**config.mk**
```make
export PLATFORM = sky130hd
export DESIGN_NAME = main_ram_arbiter
export DESIGN_NICKNAME = d
export VERILOG_FILES = /design/src/rtl/main_ram_pkg.sv /design/src/rtl/rr_select3.sv /design/src/rtl/main_ram_arbiter.sv
export SDC_FILE = /design/constraint.sdc
export NUM_CORES = 1
export LEC_CHECK = 0
export CAP_MARGIN = 5
export CORE_AREA = 2 2 134 136
export CTS_CLUSTER_DIAMETER = 150
export DETAILED_ROUTE_END_ITERATION = 10
export DIE_AREA = 0 0 136 138
export SLEW_MARGIN = 20
export SYNTH_ARGS = -nofsm -noshare
export SYNTH_HDL_FRONTEND = slang
export SYNTH_HIERARCHICAL = 1
export SYNTH_SLANG_ARGS = --single-unit
```
**constraint.sdc**
```tcl
create_clock -name clk -period 2.5 [get_ports clk]
set_clock_uncertainty 0.05 [all_clocks]
set_input_delay 0.25 -clock clk [delete_from_list [all_inputs] [get_ports clk]]
set_output_delay 0.25 -clock clk [all_outputs]
set_load 0.02 [all_outputs]
```
**src/rtl/main_ram_pkg.sv**
```systemverilog
// ============================================================================
// Module   : main_ram_pkg
// Brief    : Shared constants and helpers for the main_ram arbiter slice.
// Revision : 1.0 - initial release
// ============================================================================
`default_nettype none

package main_ram_pkg;

  localparam int ADDR_W_DEFAULT = 15;
  localparam int NUM_PORTS      = 3;

  localparam logic [1:0] PORT_CPU    = 2'd0;
  localparam logic [1:0] PORT_LAYER  = 2'd1;
  localparam logic [1:0] PORT_SPRITE = 2'd2;

  // Circular successor over the three ports (2 wraps to 0).
  function automatic logic [1:0] next_port(input logic [1:0] idx);
    return (idx >= PORT_SPRITE) ? PORT_CPU : idx + 2'd1;
  endfunction

  function automatic logic [1:0] onehot_to_port(input logic [NUM_PORTS-1:0] oh);
    logic [1:0] idx;
    idx = PORT_CPU;
    if (oh[1]) idx = PORT_LAYER;
    if (oh[2]) idx = PORT_SPRITE;
    return idx;
  endfunction

endpackage : main_ram_pkg

`default_nettype wire

```
**src/rtl/rr_select3.sv**
```systemverilog
// ============================================================================
// Module   : rr_select3
// Brief    : Combinational 3-way round-robin pick, one-hot grant output.
// Revision : 1.0 - initial release
// ============================================================================
`default_nettype none

module rr_select3
  import main_ram_pkg::*;
(
  input  logic [NUM_PORTS-1:0] req,
  input  logic [1:0]           ptr,
  output logic [NUM_PORTS-1:0] grant
);

  // First requester at or after ptr in order 0->1->2->0; ptr=3 acts as 0.
  always_comb begin
    grant = '0;
    case (ptr)
      2'd1: begin
        if      (req[1]) grant = 3'b010;
        else if (req[2]) grant = 3'b100;
        else if (req[0]) grant = 3'b001;
      end
      2'd2: begin
        if      (req[2]) grant = 3'b100;
        else if (req[0]) grant = 3'b001;
        else if (req[1]) grant = 3'b010;
      end
      default: begin
        if      (req[0]) grant = 3'b001;
        else if (req[1]) grant = 3'b010;
        else if (req[2]) grant = 3'b100;
      end
    endcase
  end

endmodule : rr_select3

`default_nettype wire

```
**src/rtl/main_ram_arbiter.sv**
```systemverilog
// ============================================================================
// Module   : main_ram_arbiter
// Brief    : Three-master round-robin arbiter in front of main_ram.
//            Optional MAIN_RAM_ARB_CPU_PRIORITY_EN gives port 0 absolute priority.
// Revision : 1.0 - initial release
// ============================================================================
`default_nettype none

module main_ram_arbiter
  import main_ram_pkg::*;
#(
  parameter int ADDR_W  = ADDR_W_DEFAULT,
  parameter int RR_INIT = 0
) (
  input  logic              clk,
  input  logic              rst,

  input  logic              m0_strobe,
  input  logic              m0_write,
  input  logic [ADDR_W-1:0] m0_addr,
  input  logic [31:0]       m0_wrdata,
  input  logic [3:0]        m0_wrbytesel,
  output logic              m0_ack,
  output logic [31:0]       m0_rddata,
  output logic              m0_rddata_valid,

  input  logic              m1_strobe,
  input  logic              m1_write,
  input  logic [ADDR_W-1:0] m1_addr,
  input  logic [31:0]       m1_wrdata,
  input  logic [3:0]        m1_wrbytesel,
  output logic              m1_ack,
  output logic [31:0]       m1_rddata,
  output logic              m1_rddata_valid,

  input  logic              m2_strobe,
  input  logic              m2_write,
  input  logic [ADDR_W-1:0] m2_addr,
  input  logic [31:0]       m2_wrdata,
  input  logic [3:0]        m2_wrbytesel,
  output logic              m2_ack,
  output logic [31:0]       m2_rddata,
  output logic              m2_rddata_valid,

  output logic [ADDR_W-1:0] ram_addr,
  output logic [31:0]       ram_wrdata,
  output logic [3:0]        ram_wrbytesel,
  output logic              ram_write,
  input  logic [31:0]       ram_rddata
);

  localparam logic [1:0] PTR_RESET = (RR_INIT >= 0 && RR_INIT < NUM_PORTS) ?
                                     2'(RR_INIT) : PORT_CPU;

  logic [1:0]           rr_ptr;
  logic [NUM_PORTS-1:0] req;
  logic [NUM_PORTS-1:0] sel_req;
  logic [NUM_PORTS-1:0] sel_grant;
  logic [NUM_PORTS-1:0] grant;
  logic [1:0]           grant_idx;
  logic                 grant_write;
  logic                 ptr_update;
  logic                 rd_valid;
  logic [1:0]           rd_idx;

  assign req = {m2_strobe, m1_strobe, m0_strobe};

  rr_select3 u_rr_select3 (
    .req   (sel_req),
    .ptr   (rr_ptr),
    .grant (sel_grant)
  );

`ifdef MAIN_RAM_ARB_CPU_PRIORITY_EN
  // CPU wins outright; the pointer only rotates between the two renderers.
  assign sel_req    = {req[2:1], 1'b0};
  assign grant      = rst ? '0 : (req[0] ? 3'b001 : sel_grant);
  assign ptr_update = grant[1] | grant[2];
`else
  assign sel_req    = req;
  assign grant      = rst ? '0 : sel_grant;
  assign ptr_update = |grant;
`endif

  assign grant_idx = onehot_to_port(grant);

  // With no grant the bus carries master 0's request but ram_write stays low.
  always_comb begin
    ram_addr      = m0_addr;
    ram_wrdata    = m0_wrdata;
    ram_wrbytesel = m0_wrbytesel;
    grant_write   = m0_write;
    if (grant[1]) begin
      ram_addr      = m1_addr;
      ram_wrdata    = m1_wrdata;
      ram_wrbytesel = m1_wrbytesel;
      grant_write   = m1_write;
    end else if (grant[2]) begin
      ram_addr      = m2_addr;
      ram_wrdata    = m2_wrdata;
      ram_wrbytesel = m2_wrbytesel;
      grant_write   = m2_write;
    end
  end

  assign ram_write = (|grant) & grant_write;

  assign m0_ack = grant[0];
  assign m1_ack = grant[1];
  assign m2_ack = grant[2];

  always_ff @(posedge clk) begin
    if (rst) begin
      rr_ptr   <= PTR_RESET;
      rd_valid <= 1'b0;
      rd_idx   <= PORT_CPU;
    end else begin
      rd_valid <= (|grant) & ~grant_write;
      rd_idx   <= grant_idx;
      if (ptr_update) rr_ptr <= next_port(grant_idx);
    end
  end

  assign m0_rddata = ram_rddata;
  assign m1_rddata = ram_rddata;
  assign m2_rddata = ram_rddata;

  // Gating with rst drops a return that was in flight when reset arrived.
  assign m0_rddata_valid = rd_valid & ~rst & (rd_idx == PORT_CPU);
  assign m1_rddata_valid = rd_valid & ~rst & (rd_idx == PORT_LAYER);
  assign m2_rddata_valid = rd_valid & ~rst & (rd_idx == PORT_SPRITE);

endmodule : main_ram_arbiter

`default_nettype wire

```
Word level (Yosys, flattened, before mapping):

Cells that the tools add are included.

* word-level logic and storage cells: 41
* latch bits: 0
* ROM bits: 0
* bits of input ports: 193
* bits in writable memories: 0
* register bits after elaboration: 5
* memories kept: 0
* output and inout bits: 154

* reduce and logical (&&, ||, !) cells: 2
* multiplexer cells: 22
* equality and inequality tests: 4
* div/mod/pow operators: 0
* add/subtract/negate cells: 1
* multiply operators: 0
* bitwise logic cells: 8
* order comparisons: 1
* shifts and indexed selects: 0

Operator list (number)
* $mux 32: 2
* $mux 15: 2
* $mux 3: 8
* $mux 4: 2
* $and 1x1->1: 6
* $mux 2: 3
* $pmux 3 s2: 1
* $eq 2x1->1 const B: 2
* $eq 2x2->1 const B: 2
* $mux 1: 4
* $reduce_or 3->1: 1
* $add 2x1->2 const B: 1
* $ge 2x2->1 const B: 1
* $logic_not 2->1: 1
* $not 1->1: 2

Longest topological paths before layout:

* depth in word-level cells: 9
* mapped depth: 10
* gate-level depth less buffers: 8

By module:

The synthesis kept the hierarchy.

By module, submodules not included
* main_ram_arbiter: cells each 351, seq. area each 100.1 µm², instances 1, area each 2055.7 µm²
* rr_select3: cells each 17, seq. area each 0.0 µm², instances 1, area each 120.1 µm²

Worst setup path after synthesis:

Ideal clock, no wire load.

* kind: flip-flop to output port
* start: register rr_ptr[0]
* end: output ram_wrdata[21]
* buffers on the path: 2
* cell stages (with the launch flop): 11
* path slack: -0.152 ns
* arrival time: 2.352 ns
* required time: 2.200 ns
* path through: dfxtp_1 inv_1 ha_1 mux2i_1 o32ai_1 nand2b_4 buf_6 clkinv_4 buf_6 nand2_1 a31oi_1

* longest elaborated chain between the ends: 5
* elaborated cells between the ends (all ways): 6
* those cells by class: eq/ne: 2; mux: 4

Ends and longest elaborated chain
* start, declared: RTL line main_ram_arbiter.sv:55 `logic [1:0] rr_ptr;`
* start signal, assigned: RTL line main_ram_arbiter.sv:120 `if (ptr_update) rr_ptr <= next_port(grant_idx);`
* $eq 2x2->1 or $eq 2x1->1 (tied branches): RTL line rr_select3.sv:19 `case (ptr)`
* $pmux 3 s2 *: RTL line rr_select3.sv:19
* via sel_grant[2]: RTL line main_ram_arbiter.sv:58 `logic [NUM_PORTS-1:0] sel_grant;`
* $mux 3 *: RTL line main_ram_arbiter.sv:81 `assign grant = rst ? '0 : sel_grant;`
* via m2_ack: RTL line main_ram_arbiter.sv:41 `output logic m2_ack,`
* $mux 32 *: RTL line main_ram_arbiter.sv:98 `end else if (grant[2]) begin`
* $mux 32 *: RTL line main_ram_arbiter.sv:93 `if (grant[1]) begin`
* end, declared: RTL line main_ram_arbiter.sv:46 `output logic [31:0] ram_wrdata,`

Mark *: on every way through the listed nets, which the timed path passes. The rest lies on a longest branch.

Final worst setup path:

* start: register rr_ptr[0]
* end: output ram_addr[12]

* longest elaborated chain between the ends: 5
* elaborated cells between the ends (all ways): 6
* those cells by class: eq/ne: 2; mux: 4

Ends and longest elaborated chain
* $eq 2x2->1 or $eq 2x1->1 (tied branches): RTL line rr_select3.sv:19
* $pmux 3 s2 *: RTL line rr_select3.sv:19
* via sel_grant[2]: RTL line main_ram_arbiter.sv:58
* $mux 3 *: RTL line main_ram_arbiter.sv:81
* $mux 15 *: RTL line main_ram_arbiter.sv:98
* $mux 15 *: RTL line main_ram_arbiter.sv:93
* end, declared: RTL line main_ram_arbiter.sv:45 `output logic [ADDR_W-1:0] ram_addr,`

Marked as above.

==> out/metrics.cfg <==
[die]
placementRows = 49
fp.dieW_um = 136
die_h_um = 138
core_area_um2 = 17500
start_util = 0.124
die-area_um2 = 18800
ioPinCount = 347

[timing]
final.setup.tns_ps = -13.9
fmax_mhz = 398
fin_crit_sh = 1.01
whs_ps = 450
finalSetupViolations = 2
rsz0062_at_grt = yes
final_hold_viol_count = 0
fin_crit_ps = 2510
worstMarginPinSlew_ps = 281
slew_headroom = 0.810
fin_ws_ps = -13.0
slew_viol_final = 0

[drt]
route.vias.total = 2878
drcViolationCount = 0
ant_nets = 0
drtPass1Iterations = 4
drtIter0Drc = 74
drt_wl_total_um = 11400
routedWlPerCell_um = 15.5
via_per_inst = 3.90

[final_layout]
n_antenna_cell = 0
areaGrowthSynthToFinish_pct = 109
multiInputGateArea_um2 = 1430
final_nets = 707
regArea_um2 = 103
fin_cells = 738
drive_gt1_frac = 0.289
final.fill_count = 1964

[logic_synthesis]
synth_edf_count = 0
synth_area_leader_cell = buf_4
synth_cell_type_count = 24
synth_flop_cell = dfxtp_1
synth.net_count = 565
netlist_instances = 368
synthMostInstantiatedCell = nand2_1
synth_common_cells = 103 x nand2_1, 97 x buf_4, 54 x nor2_1
yosysSeqAreaShare = 0.0460
synth_area_um2 = 2180
synth_seq_cells = 5
synth_top_area_frac = 0.335
ys_warn_count = 6
async_reset_ff_frac = 0
syn_avg_cell_area_um2 = 5.91
synth.area.top_cells = buf_4 33%, nand2_1 18%, a31oi_1 15%, nor2_1 9.3%, buf_6 6.7%

[place]
placedCellCount = 718
gp_congestion = 0.787
hpwl_um = 7820
numPortBuffers = 218

[clock_tree]
ctsHtreeMaxLevel = 1
cts_buffers = 3
cts_tree = done
clock-root-buffer = clkbuf_16
clk_latency_ps = 220
clk_pin_slew_ps = 30
clockBufferDepth = 2
cts_sinks = 5

[global_routing]
grt_max_degree = 32
grt_pass1_wl_um = 16000
grt-ovfl-total = 0
track_usage = 0.108
antenna_found_initial = 0
first_global_vias = 3053

[setup_path]
end_kind = output port
cp_max_fo = 6
critPathLaunchType = register
crit_required_ps = 2200
rr_startpoint = rr_ptr[0]
crit_start = rr_ptr[0]
crit_arrival_ps = 2210
crit_type = register to output port

[pwr]
powerDensity_nw_per_um2 = 319
max-vdd-ir-drop_v = 0.000277
p_leak_nw = 1.90

[worst_hold_path]
min-delay-start = ram_rddata[22]
hold_path_class = primary input to output port

[status]
status = complete, but fails checks
failed_checks = negative setup slack

[job]
cap_violations = 0

[final cells by class]
cell class | count | area share
flip-flops and latches | 5 | 0.0226
clock buffers | 4 | 0.0174
multi-input cells | 234 | 0.315
well taps | 229 | 0.0631
inverters | 9 | 0.0102
repair buffers | 257 | 0.572
[worst paths after layout]
check                                endpoint  slack [ps]  depth (start not counted)
worst min register to register      rr_ptr[0]         590                          3
worst max-delay path             ram_addr[12]         -10                         11
worst max register to register       rd_valid         510                          9
worst min-delay path            m1_rddata[22]         450                          0
[layout by cell type, fill, tap and decap left out, types with 2 or more instances in the layout]
cell type        instances
nand2_2                 14
a21oi_1                  3
inv_2                    3
clkdlybuf4s50_1        163
o21ai_0                  2
nor2_2                   3
a31oi_2                  8
buf_2                    7
buf_16                   2
buf_6                   13
a31oi_1                 36
ha_1                     2
nor4bb_1                 2
nand2b_4                 2
nand2_4                  5
dfxtp_2                  2
ha_4                     2
nand2_1                 84
nand3_1                  2
clkbuf_16                6
buf_12                  10
dfxtp_1                  3
inv_1                    5
nor2_1                  51
nor4_1                   2
buf_4                   55
a31oi_4                  7
[sequential cells by signal, summed over array words and instances, names as in the netlist]
name      count
rd_idx        2
rd_valid      1
rr_ptr        2
[worst max-delay path, cell delays in order (launching register included)]
cell and delay [ps]:
dfxtp_2 320, inv_2 50, ha_4 250, mux2i_4 190
o32ai_4 280, nand2b_4 130, clkinv_8 100, buf_12 130
buf_8 120, nand2_2 70, a31oi_4 200, buf_6 140
[repair_timing]
action | in CTS | in global routing
pin swaps | 12 | 25
setup endpoints to repair | 55 | 54
hold buffers | 0 | 0
setup buffers | 8 | 3
gates resized for setup | 308 | 76
cloned | 4 | 3
[power by group]
group | internal (mW) | leakage (nW) | switching, mW
combinational | 0.598 | 1.82 | 0.495
clock | 0.211 | 0.0382 | 0.0469
sequential | 0.0900 | 0.0418 | 0.00626
total | 0.899 | 1.90 | 0.548
[stage by stage]
step | instance area [um2] | utilization | total power [mW] | worst slack [ps]
floorplan | 2180 | - | 0.721 | 25.7
global placement | 3980 | 0.227 | 1.07 | -363
detailed placement | 3980 | 0.227 | 1.06 | -380
CTS | 4210 | 0.240 | 1.35 | -48.8
global route | 4540 | 0.259 | 1.54 | -106
finish | 4540 | 0.259 | 1.45 | -13.0
[cell families (layout without fill, tap and decap cells)]
group	after synthesis	count (layout)	synth area share
simple gates	169	169	0.312
buf+inv	129	270	0.443
compound gates	60	60	0.172
flops	5	5	0.0460
fa+ha+maj	4	4	0.0230
mux	1	1	0.00460
[per-layer routing]
metal / track usage / part of all wire / up-vias
met2: 0.201 / 0.50 / 159
met5: 0 / 0 / -
met3: 0.0326 / 0.090 / 44
met4: 0.0263 / 0.023 / 0
met1: 0.119 / 0.39 / 1284
li1: - / - / 1391
No activity file was read; power rests on OpenSTA's default activity.
